**config.mk**
```make
export PLATFORM = sky130hd
export DESIGN_NAME = hall_call_dispatcher
export DESIGN_NICKNAME = d
export VERILOG_FILES = /design/src/rtl/hall_call_dispatcher.sv
export SDC_FILE = /design/constraint.sdc
export NUM_CORES = 1
export LEC_CHECK = 0
export ABC_AREA = 1
export BUFFER_PORTS_ARGS = -buffer_cell sky130_fd_sc_hd__buf_2
export CAP_MARGIN = 20
export CORE_AREA = 2 2 121 100
export DETAILED_ROUTE_END_ITERATION = 7
export DIE_AREA = 0 0 123 102
export GPL_ROUTABILITY_DRIVEN = 1
export PLACE_DENSITY = 0.44
export SLEW_MARGIN = 10
export SYNTH_ARGS = -nofsm -noshare
export SYNTH_HDL_FRONTEND = slang
export SYNTH_SLANG_ARGS = --single-unit
```
**constraint.sdc**
```tcl
create_clock -name clk -period 1.8 [get_ports clk]
set_input_delay 0.09 -clock clk [delete_from_list [all_inputs] [get_ports clk]]
set_output_delay 0.09 -clock clk [all_outputs]
set_load 0.005 [all_outputs]
```
**src/rtl/hall_call_dispatcher.sv**
```systemverilog
`default_nettype none
// ============================================================================
// Module      : hall_call_dispatcher
// Description : Two-car hall-call scheduler for a 4-floor elevator system.
//               It latches hall up/down presses into six call slots and
//               assigns each pending call to the car with the lowest
//               position/direction cost. Each car sees only its own calls.
//               A call clears when either car serves it. An assigned call
//               that waits AGE_LIMIT cycles moves to the other car.
// Ports       : clk                    - clock, rising edge
//               reset_n                - synchronous reset, active HIGH
//               hall_up[2:0]           - up presses, floors 1..3
//               hall_down[2:0]         - down presses, floors 2..4
//               carN_position[2:0]     - half-floor position (0 = floor 1)
//               carN_open              - door open
//               carN_direction[1:0]    - 00 stop, 01 up, 10 down
//               carN_up/carN_down[2:0] - calls assigned to car N
//               pending_up/down[2:0]   - hall lamps (slot not idle)
// Revision    : 1.0 - initial release
// ============================================================================
module hall_call_dispatcher #(
    parameter int AGE_LIMIT = 63
) (
    input  logic       clk,
    input  logic       reset_n,
    input  logic [2:0] hall_up,
    input  logic [2:0] hall_down,
    input  logic [2:0] car0_position,
    input  logic [2:0] car1_position,
    input  logic       car0_open,
    input  logic       car1_open,
    input  logic [1:0] car0_direction,
    input  logic [1:0] car1_direction,
    output logic [2:0] car0_up,
    output logic [2:0] car1_up,
    output logic [2:0] car0_down,
    output logic [2:0] car1_down,
    output logic [2:0] pending_up,
    output logic [2:0] pending_down
);

    typedef enum logic [1:0] {
        S_IDLE = 2'd0,
        S_PEND = 2'd1,
        S_AS0  = 2'd2,
        S_AS1  = 2'd3
    } slot_state_t;

    localparam logic [5:0] c_AGE_LIMIT = 6'(AGE_LIMIT);

    // Slots 0..2 are up[0..2], slots 3..5 are down[0..2].
    logic [5:0] w_press;
    logic [5:0] w_as0;
    logic [5:0] w_as1;
    logic [5:0] w_busy;

    assign w_press = {hall_down, hall_up};

    // The cost is {away, |pos - tgt|}. Bit 3 adds the +8 penalty for a car
    // that moves away from the target.
    function automatic logic [3:0] f_cost(input logic [2:0] pos,
                                          input logic [1:0] dir,
                                          input logic [2:0] tgt);
        logic [2:0] diff;
        logic       away;
        diff = (pos >= tgt) ? (pos - tgt) : (tgt - pos);
        away = ((dir == 2'b01) && (tgt < pos)) || ((dir == 2'b10) && (tgt > pos));
        return {away, diff};
    endfunction

    function automatic logic f_serves(input logic [2:0] pos,
                                      input logic       open,
                                      input logic [1:0] dir,
                                      input logic [2:0] tgt,
                                      input logic [1:0] cdir);
        return (pos == tgt) && open && ((dir == 2'b00) || (dir == cdir));
    endfunction

    for (genvar s = 0; s < 6; s++) begin : g_slot
        localparam logic [2:0] c_TGT  = (s < 3) ? 3'(2 * s) : 3'(2 * s - 4);
        localparam logic [1:0] c_CDIR = (s < 3) ? 2'b01 : 2'b10;

        slot_state_t r_state;
        slot_state_t w_state_nxt;
        logic [5:0]  r_age;
        logic [5:0]  w_age_nxt;
        logic        w_serve;
        logic [3:0]  w_cost0;
        logic [3:0]  w_cost1;

        assign w_serve = f_serves(car0_position, car0_open, car0_direction, c_TGT, c_CDIR)
                       | f_serves(car1_position, car1_open, car1_direction, c_TGT, c_CDIR);
        assign w_cost0 = f_cost(car0_position, car0_direction, c_TGT);
        assign w_cost1 = f_cost(car1_position, car1_direction, c_TGT);

        always_ff @(posedge clk) begin
            if (reset_n) begin
                r_state <= S_IDLE;
                r_age   <= '0;
            end else begin
                r_state <= w_state_nxt;
                r_age   <= w_age_nxt;
            end
        end

        // A serve takes priority over everything else. It clears the slot
        // even when the serving car is not the assigned one.
        always_comb begin
            w_state_nxt = r_state;
            w_age_nxt   = r_age;
            if (w_serve) begin
                w_state_nxt = S_IDLE;
                w_age_nxt   = '0;
            end else begin
                case (r_state)
                    S_IDLE: begin
                        if (w_press[s]) w_state_nxt = S_PEND;
                    end
                    S_PEND: begin
                        w_state_nxt = (w_cost0 <= w_cost1) ? S_AS0 : S_AS1;
                        w_age_nxt   = '0;
                    end
                    S_AS0: begin
                        if (r_age == c_AGE_LIMIT) begin
                            w_state_nxt = S_AS1;
                            w_age_nxt   = '0;
                        end else begin
                            w_age_nxt = r_age + 6'd1;
                        end
                    end
                    S_AS1: begin
                        if (r_age == c_AGE_LIMIT) begin
                            w_state_nxt = S_AS0;
                            w_age_nxt   = '0;
                        end else begin
                            w_age_nxt = r_age + 6'd1;
                        end
                    end
                    default: begin
                        w_state_nxt = S_IDLE;
                        w_age_nxt   = '0;
                    end
                endcase
            end
        end

        assign w_as0[s]  = (r_state == S_AS0);
        assign w_as1[s]  = (r_state == S_AS1);
        assign w_busy[s] = (r_state != S_IDLE);
    end

    assign car0_up      = w_as0[2:0];
    assign car0_down    = w_as0[5:3];
    assign car1_up      = w_as1[2:0];
    assign car1_down    = w_as1[5:3];
    assign pending_up   = w_busy[2:0];
    assign pending_down = w_busy[5:3];

endmodule
`default_nettype wire

```
# Yosys cells after proc, flatten, opt, wreduce, memory -nomap -nowiden
# Index checks and enable logic that the tools add are counted.
# classes
n_addsub,20
magnitude_cmp,28
n_eq_ne,52
muxes,48
n_bitwise,6
reduce_logical,88
# op_table
operator,n
one-hot mux 6 bit (2 select lines),6
one-hot mux 2 bit (4 select lines),6
adder 6 x 1 -> 6 bit (second input constant),6
== test 6 bit (second input constant),6
logical AND 1 bit,36
2-to-1 mux 2 bit,18
2-to-1 mux 6 bit,6
== test 2 bit (second input constant),14
2-to-1 mux 3 bit,8
inequality test 2 x 1 -> 1 bit (second input constant),12
nonzero test 2 bit,12
OR reduction 2 bit,12
AND reduction 3 bit,6
== test 2 x 1 -> 1 bit (second input constant),8
<= comparator 4 bit,4
zero test 2 bit,8
== test 3 bit (second input constant),4
>= comparator 3 bit (second input constant),4
> comparator 3 bit (first input constant),4
logical OR 1 bit,12
less-than comparator 3 bit (first input constant),4
inequality test 2 bit (second input constant),6
subtractor 3 bit (first input constant),4
subtractor 3 bit (second input constant),4
13 further kinds,32
# word_totals
reg_bits,48
inputBits,20
out_inout_bits,18
elab_cells,254

# Longest topological paths before layout
# depth
word_depth,6
depth_mapped,17
depth_no_buf,17

# Least setup slack after synthesis
# OpenSTA, ideal clock, no wires.
# synth_timing
kind,input to register
startpoint,input port car0_position[1]
endpoint,register g_slot[4].r_state[0]
setup_time_ns,0.142
arrival_time_ns,1.487
required_ns,1.658
slack_ns,0.170
cell_stages,12
path_buffers,0
path_cell_list,inv_1 -> ha_1 -> ha_1 -> nand3b_1 -> o21ai_0 -> ha_1 -> a21oi_1 -> nand2_1 -> nand2_1 -> nand2_1 -> nand2_1 -> a21oi_1
# synth_between
elab_chain_len,6
word_cells_on_any_way,17
cone_classes,add/sub: 2; order compare: 4; eq/ne: 1; mux: 3; bitwise: 1; reduce/logical: 6
# synth_rtl
element,line_no,source
from (decl),28,"input logic [2:0] car0_position,"
less-than comparator 3 bit or > comparator 3 bit (tied branches),67,away = ((dir == 2'b01) && (tgt < pos)) || ((dir == 2'b10) && (tgt > pos));
logical AND 1 bit,67,
logical OR 1 bit,67,
<= comparator 4 bit,120,w_state_nxt = (w_cost0 <= w_cost1) ? S_AS0 : S_AS1;
2-to-1 mux 1 bit,120,
one-hot mux 2 bit (4 select lines),115,case (r_state)
to (signal assigned),101,r_state <= w_state_nxt;
to (decl),83,slot_state_t r_state;
# Several ways; a longest one is shown, not always the timed one.
# A chain may end at the register's enable or synchronous reset.

# Final worst setup path
# layout_timing
startpoint,input port car0_position[1]
endpoint,register g_slot[2].r_state[0]
# layout_between
elab_chain_len,6
word_cells_on_any_way,17
cone_classes,add/sub: 2; order compare: 4; eq/ne: 1; mux: 3; bitwise: 1; reduce/logical: 6
# layout_rtl
element,line_no
less-than comparator 3 bit or > comparator 3 bit (tied branches),67
logical AND 1 bit,67
logical OR 1 bit,67
<= comparator 4 bit,120
2-to-1 mux 1 bit,120
one-hot mux 2 bit (4 select lines),115
to (signal assigned),101
to (decl),83
# Several ways; a longest one is shown, not always the timed one.

==> reports/results.ini <==
[run_status]
status=complete, no violations

[synth]
yosysUniqueCellTypes=39
synth_top_area_share_pct=28.8
ys_seq_area_share_pct=28.8
ys_ff_latch=48
synthTopCellsByArea=dfxtp_1, ha_1, nand2_1
synth_warnings=0
yosys.area.top_type=dfxtp_1
syn_avg_cell_area_um2=6.70
synth_edf_count=0
synthArstFlopShare_pct=0
synth_area_um2=3340
yosysMostFrequentCell=nand2_1
netlist_top_cells_count=nand2_1, nor2_1, inv_1
syn_nets=556
syn_inst=498
synth_top_flop_cell=dfxtp_1

[critical_path]
crit_fanout=4
r2r-start=g_slot[4].r_age[0]
critPathLaunchType=primary input
cp_data_required_time_ns=1.95
cp.arrival_ns=1.76
startpoint=car0_position[1]
end_kind=register
critical_path_class=primary input to register

[timing]
setup_viol=0
clock.fmax_mhz=622
rsz0062_at_grt=no
tightestPinTransition_ns=0.441
timing.final.max_slew_violations=0
slew_headroom_pct=70.5
hold_viol=0
skew_ns=0.00788
timing.final.crit_period_ns=1.61
period_share_pct=89.4

[cts]
ctsHtreeMaxLevel=2
clockBufferDepth=2
cts_tree=built
cts_made_buffers=5
clk_latency_ns=0.29
cts-root-buf=clkbuf_16
path_clk_slew_ns=0.07
clock-sinks=48

[power_and_ir_drop]
ir_drop_uv=347
p_leak_nw=1.90
powerDensity_nw_per_um2=794

[die]
ios=38
rows=35
dieHeight_um=102
coreArea_um2=11300
die_area_um2=12500
start_util_pct=29.5
die_x_um=123

[routing]
wl_per_cell_um=11.2
viasPerCell=4.50
drc=0
routed_wl_mm=8.00
drtIter0Drc=140
final_antenna_net_count=0
firstDrtPassIters=5
vias=3229

[layout]
area_delta_synth_final_pct=22.4
layout.cells.non_filler=717
nets=626
utilization_pct=36.1
n_antenna_cell=0
drive_above_1_share_pct=17.0

[worst_hold_path]
min_path_type=primary input to register
min_from=hall_down[2]

[grt]
grt_first_pass_wirelength_mm=13.8
track_usage_pct=13.7
antenna_found_initial=0
grt_pass1_vias=3009
grt-ovfl-total=0
grt_max_degree=16

[flow_run]
drv_cap=0

[place]
place_hpwl_mm=6.41
dp_cells=709
numPortBuffers=37
gp_congestion=0.789

cell families after synthesis:
| logic type | after synthesis | synth area share (%) |
|---|---|---|
| AND/OR/NAND/NOR | 247 | 31.3 |
| AO/OA/AOI/OAI | 90 | 15.6 |
| buffers and inverters | 65 | 7.39 |
| flip-flops | 48 | 28.8 |
| adder cells (fa/ha/maj) | 38 | 14.2 |
| XOR/XNOR | 9 | 2.36 |
| multiplexers | 1 | 0.300 |
per-stage QoR:
step / hold slack, ns / total power, mW / TNS, ns / cell area, um^2 / setup slack (ns)
after floorplan: 0.363 / 1.88 / 0 / 3340 / 0.170
after global placement: 0.467 / 2.21 / -0.482 / 3910 / -0.145
after detailed placement: 0.481 / 2.21 / -0.615 / 3910 / -0.157
after CTS: 0.211 / 3.28 / 0 / 4080 / 0.147
after global routing: 0.253 / 3.49 / 0 / 4080 / 0.00107
final: 0.203 / 3.24 / 0 / 4080 / 0.191
repair_timing:
item | CTS | global route
resized for setup | 0 | 6
buffers inserted | 0 | 0
setup endpoints to repair | 0 | 5
hold buffers | 0 | 0
critical path, stage by stage:
cell	delay [ns]
buf_2	0.12
inv_1	0.12
ha_1	0.22
ha_1	0.20
nor2_1	0.06
o21ai_0	0.22
ha_1	0.29
nand2_1	0.07
nand2_1	0.05
nand2_1	0.05
nand2_1	0.04
nand2_1	0.08
nand2_1	0.05
nand2_1	0.06
a21oi_1	0.05
registers in the layout, summed over array words and instances (netlist names):
signal	count
g_slot.r_age	36
g_slot.r_state	12
where the power goes:
part           total, mW  internal, mW  switching [mW]  leakage [nW]
registers           1.26          1.15           0.110         0.391
clock network       1.06         0.653           0.409        0.0798
logic              0.919         0.364           0.554          1.43
total               3.24          2.17            1.07          1.90
routing by layer:
| layer | vias to the layer above | GRT usage [%] | share of wire [%] |
|---|---|---|---|
| met4 | 0 | 3.41 | 0.59 |
| met3 | 2 | 2.85 | 3.6 |
| li1 | 1769 | - | - |
| met2 | 47 | 22.4 | 45 |
| met5 | - | 0 | 0 |
| met1 | 1411 | 18.6 | 51 |
final cells by class:
type	instances	area (um^2)
Multi-Input combinational cell	385	2140
Clock buffer	5	125
Sequential cell	48	961
Tap cell	148	185
Clock inverter	3	42.5
Timing Repair Buffer	65	395
Fill cell	1240	7210
Inverter	63	236
final timing paths:
kind	slack [ns]	end	depth (start not counted)
worst min-delay path	0.20	g_slot[5].r_state[0]	5
worst max register to register	0.37	g_slot[4].r_state[0]	7
worst max-delay path	0.19	g_slot[2].r_state[0]	15
worst min register to register	0.49	g_slot[3].r_age[1]	2
cell usage in the layout, fill, tap and decap left out, types with 3 or more instances in the layout:
| master | instances |
|---|---|
| xor2_1 | 5 |
| dfxtp_1 | 48 |
| xnor2_1 | 4 |
| nand4_1 | 6 |
| nand2_1 | 125 |
| ha_1 | 38 |
| nor2_2 | 4 |
| a21oi_1 | 41 |
| or2_1 | 3 |
| nand3_1 | 36 |
| buf_4 | 28 |
| inv_1 | 57 |
| clkbuf_16 | 5 |
| nand2_2 | 3 |
| o21ai_1 | 3 |
| a211oi_2 | 3 |
| o21ai_0 | 26 |
| a211oi_1 | 3 |
| buf_2 | 37 |
| inv_2 | 6 |
| nor3_1 | 3 |
| nor2_1 | 59 |
Note: power is estimated with default switching activity, not from simulation.
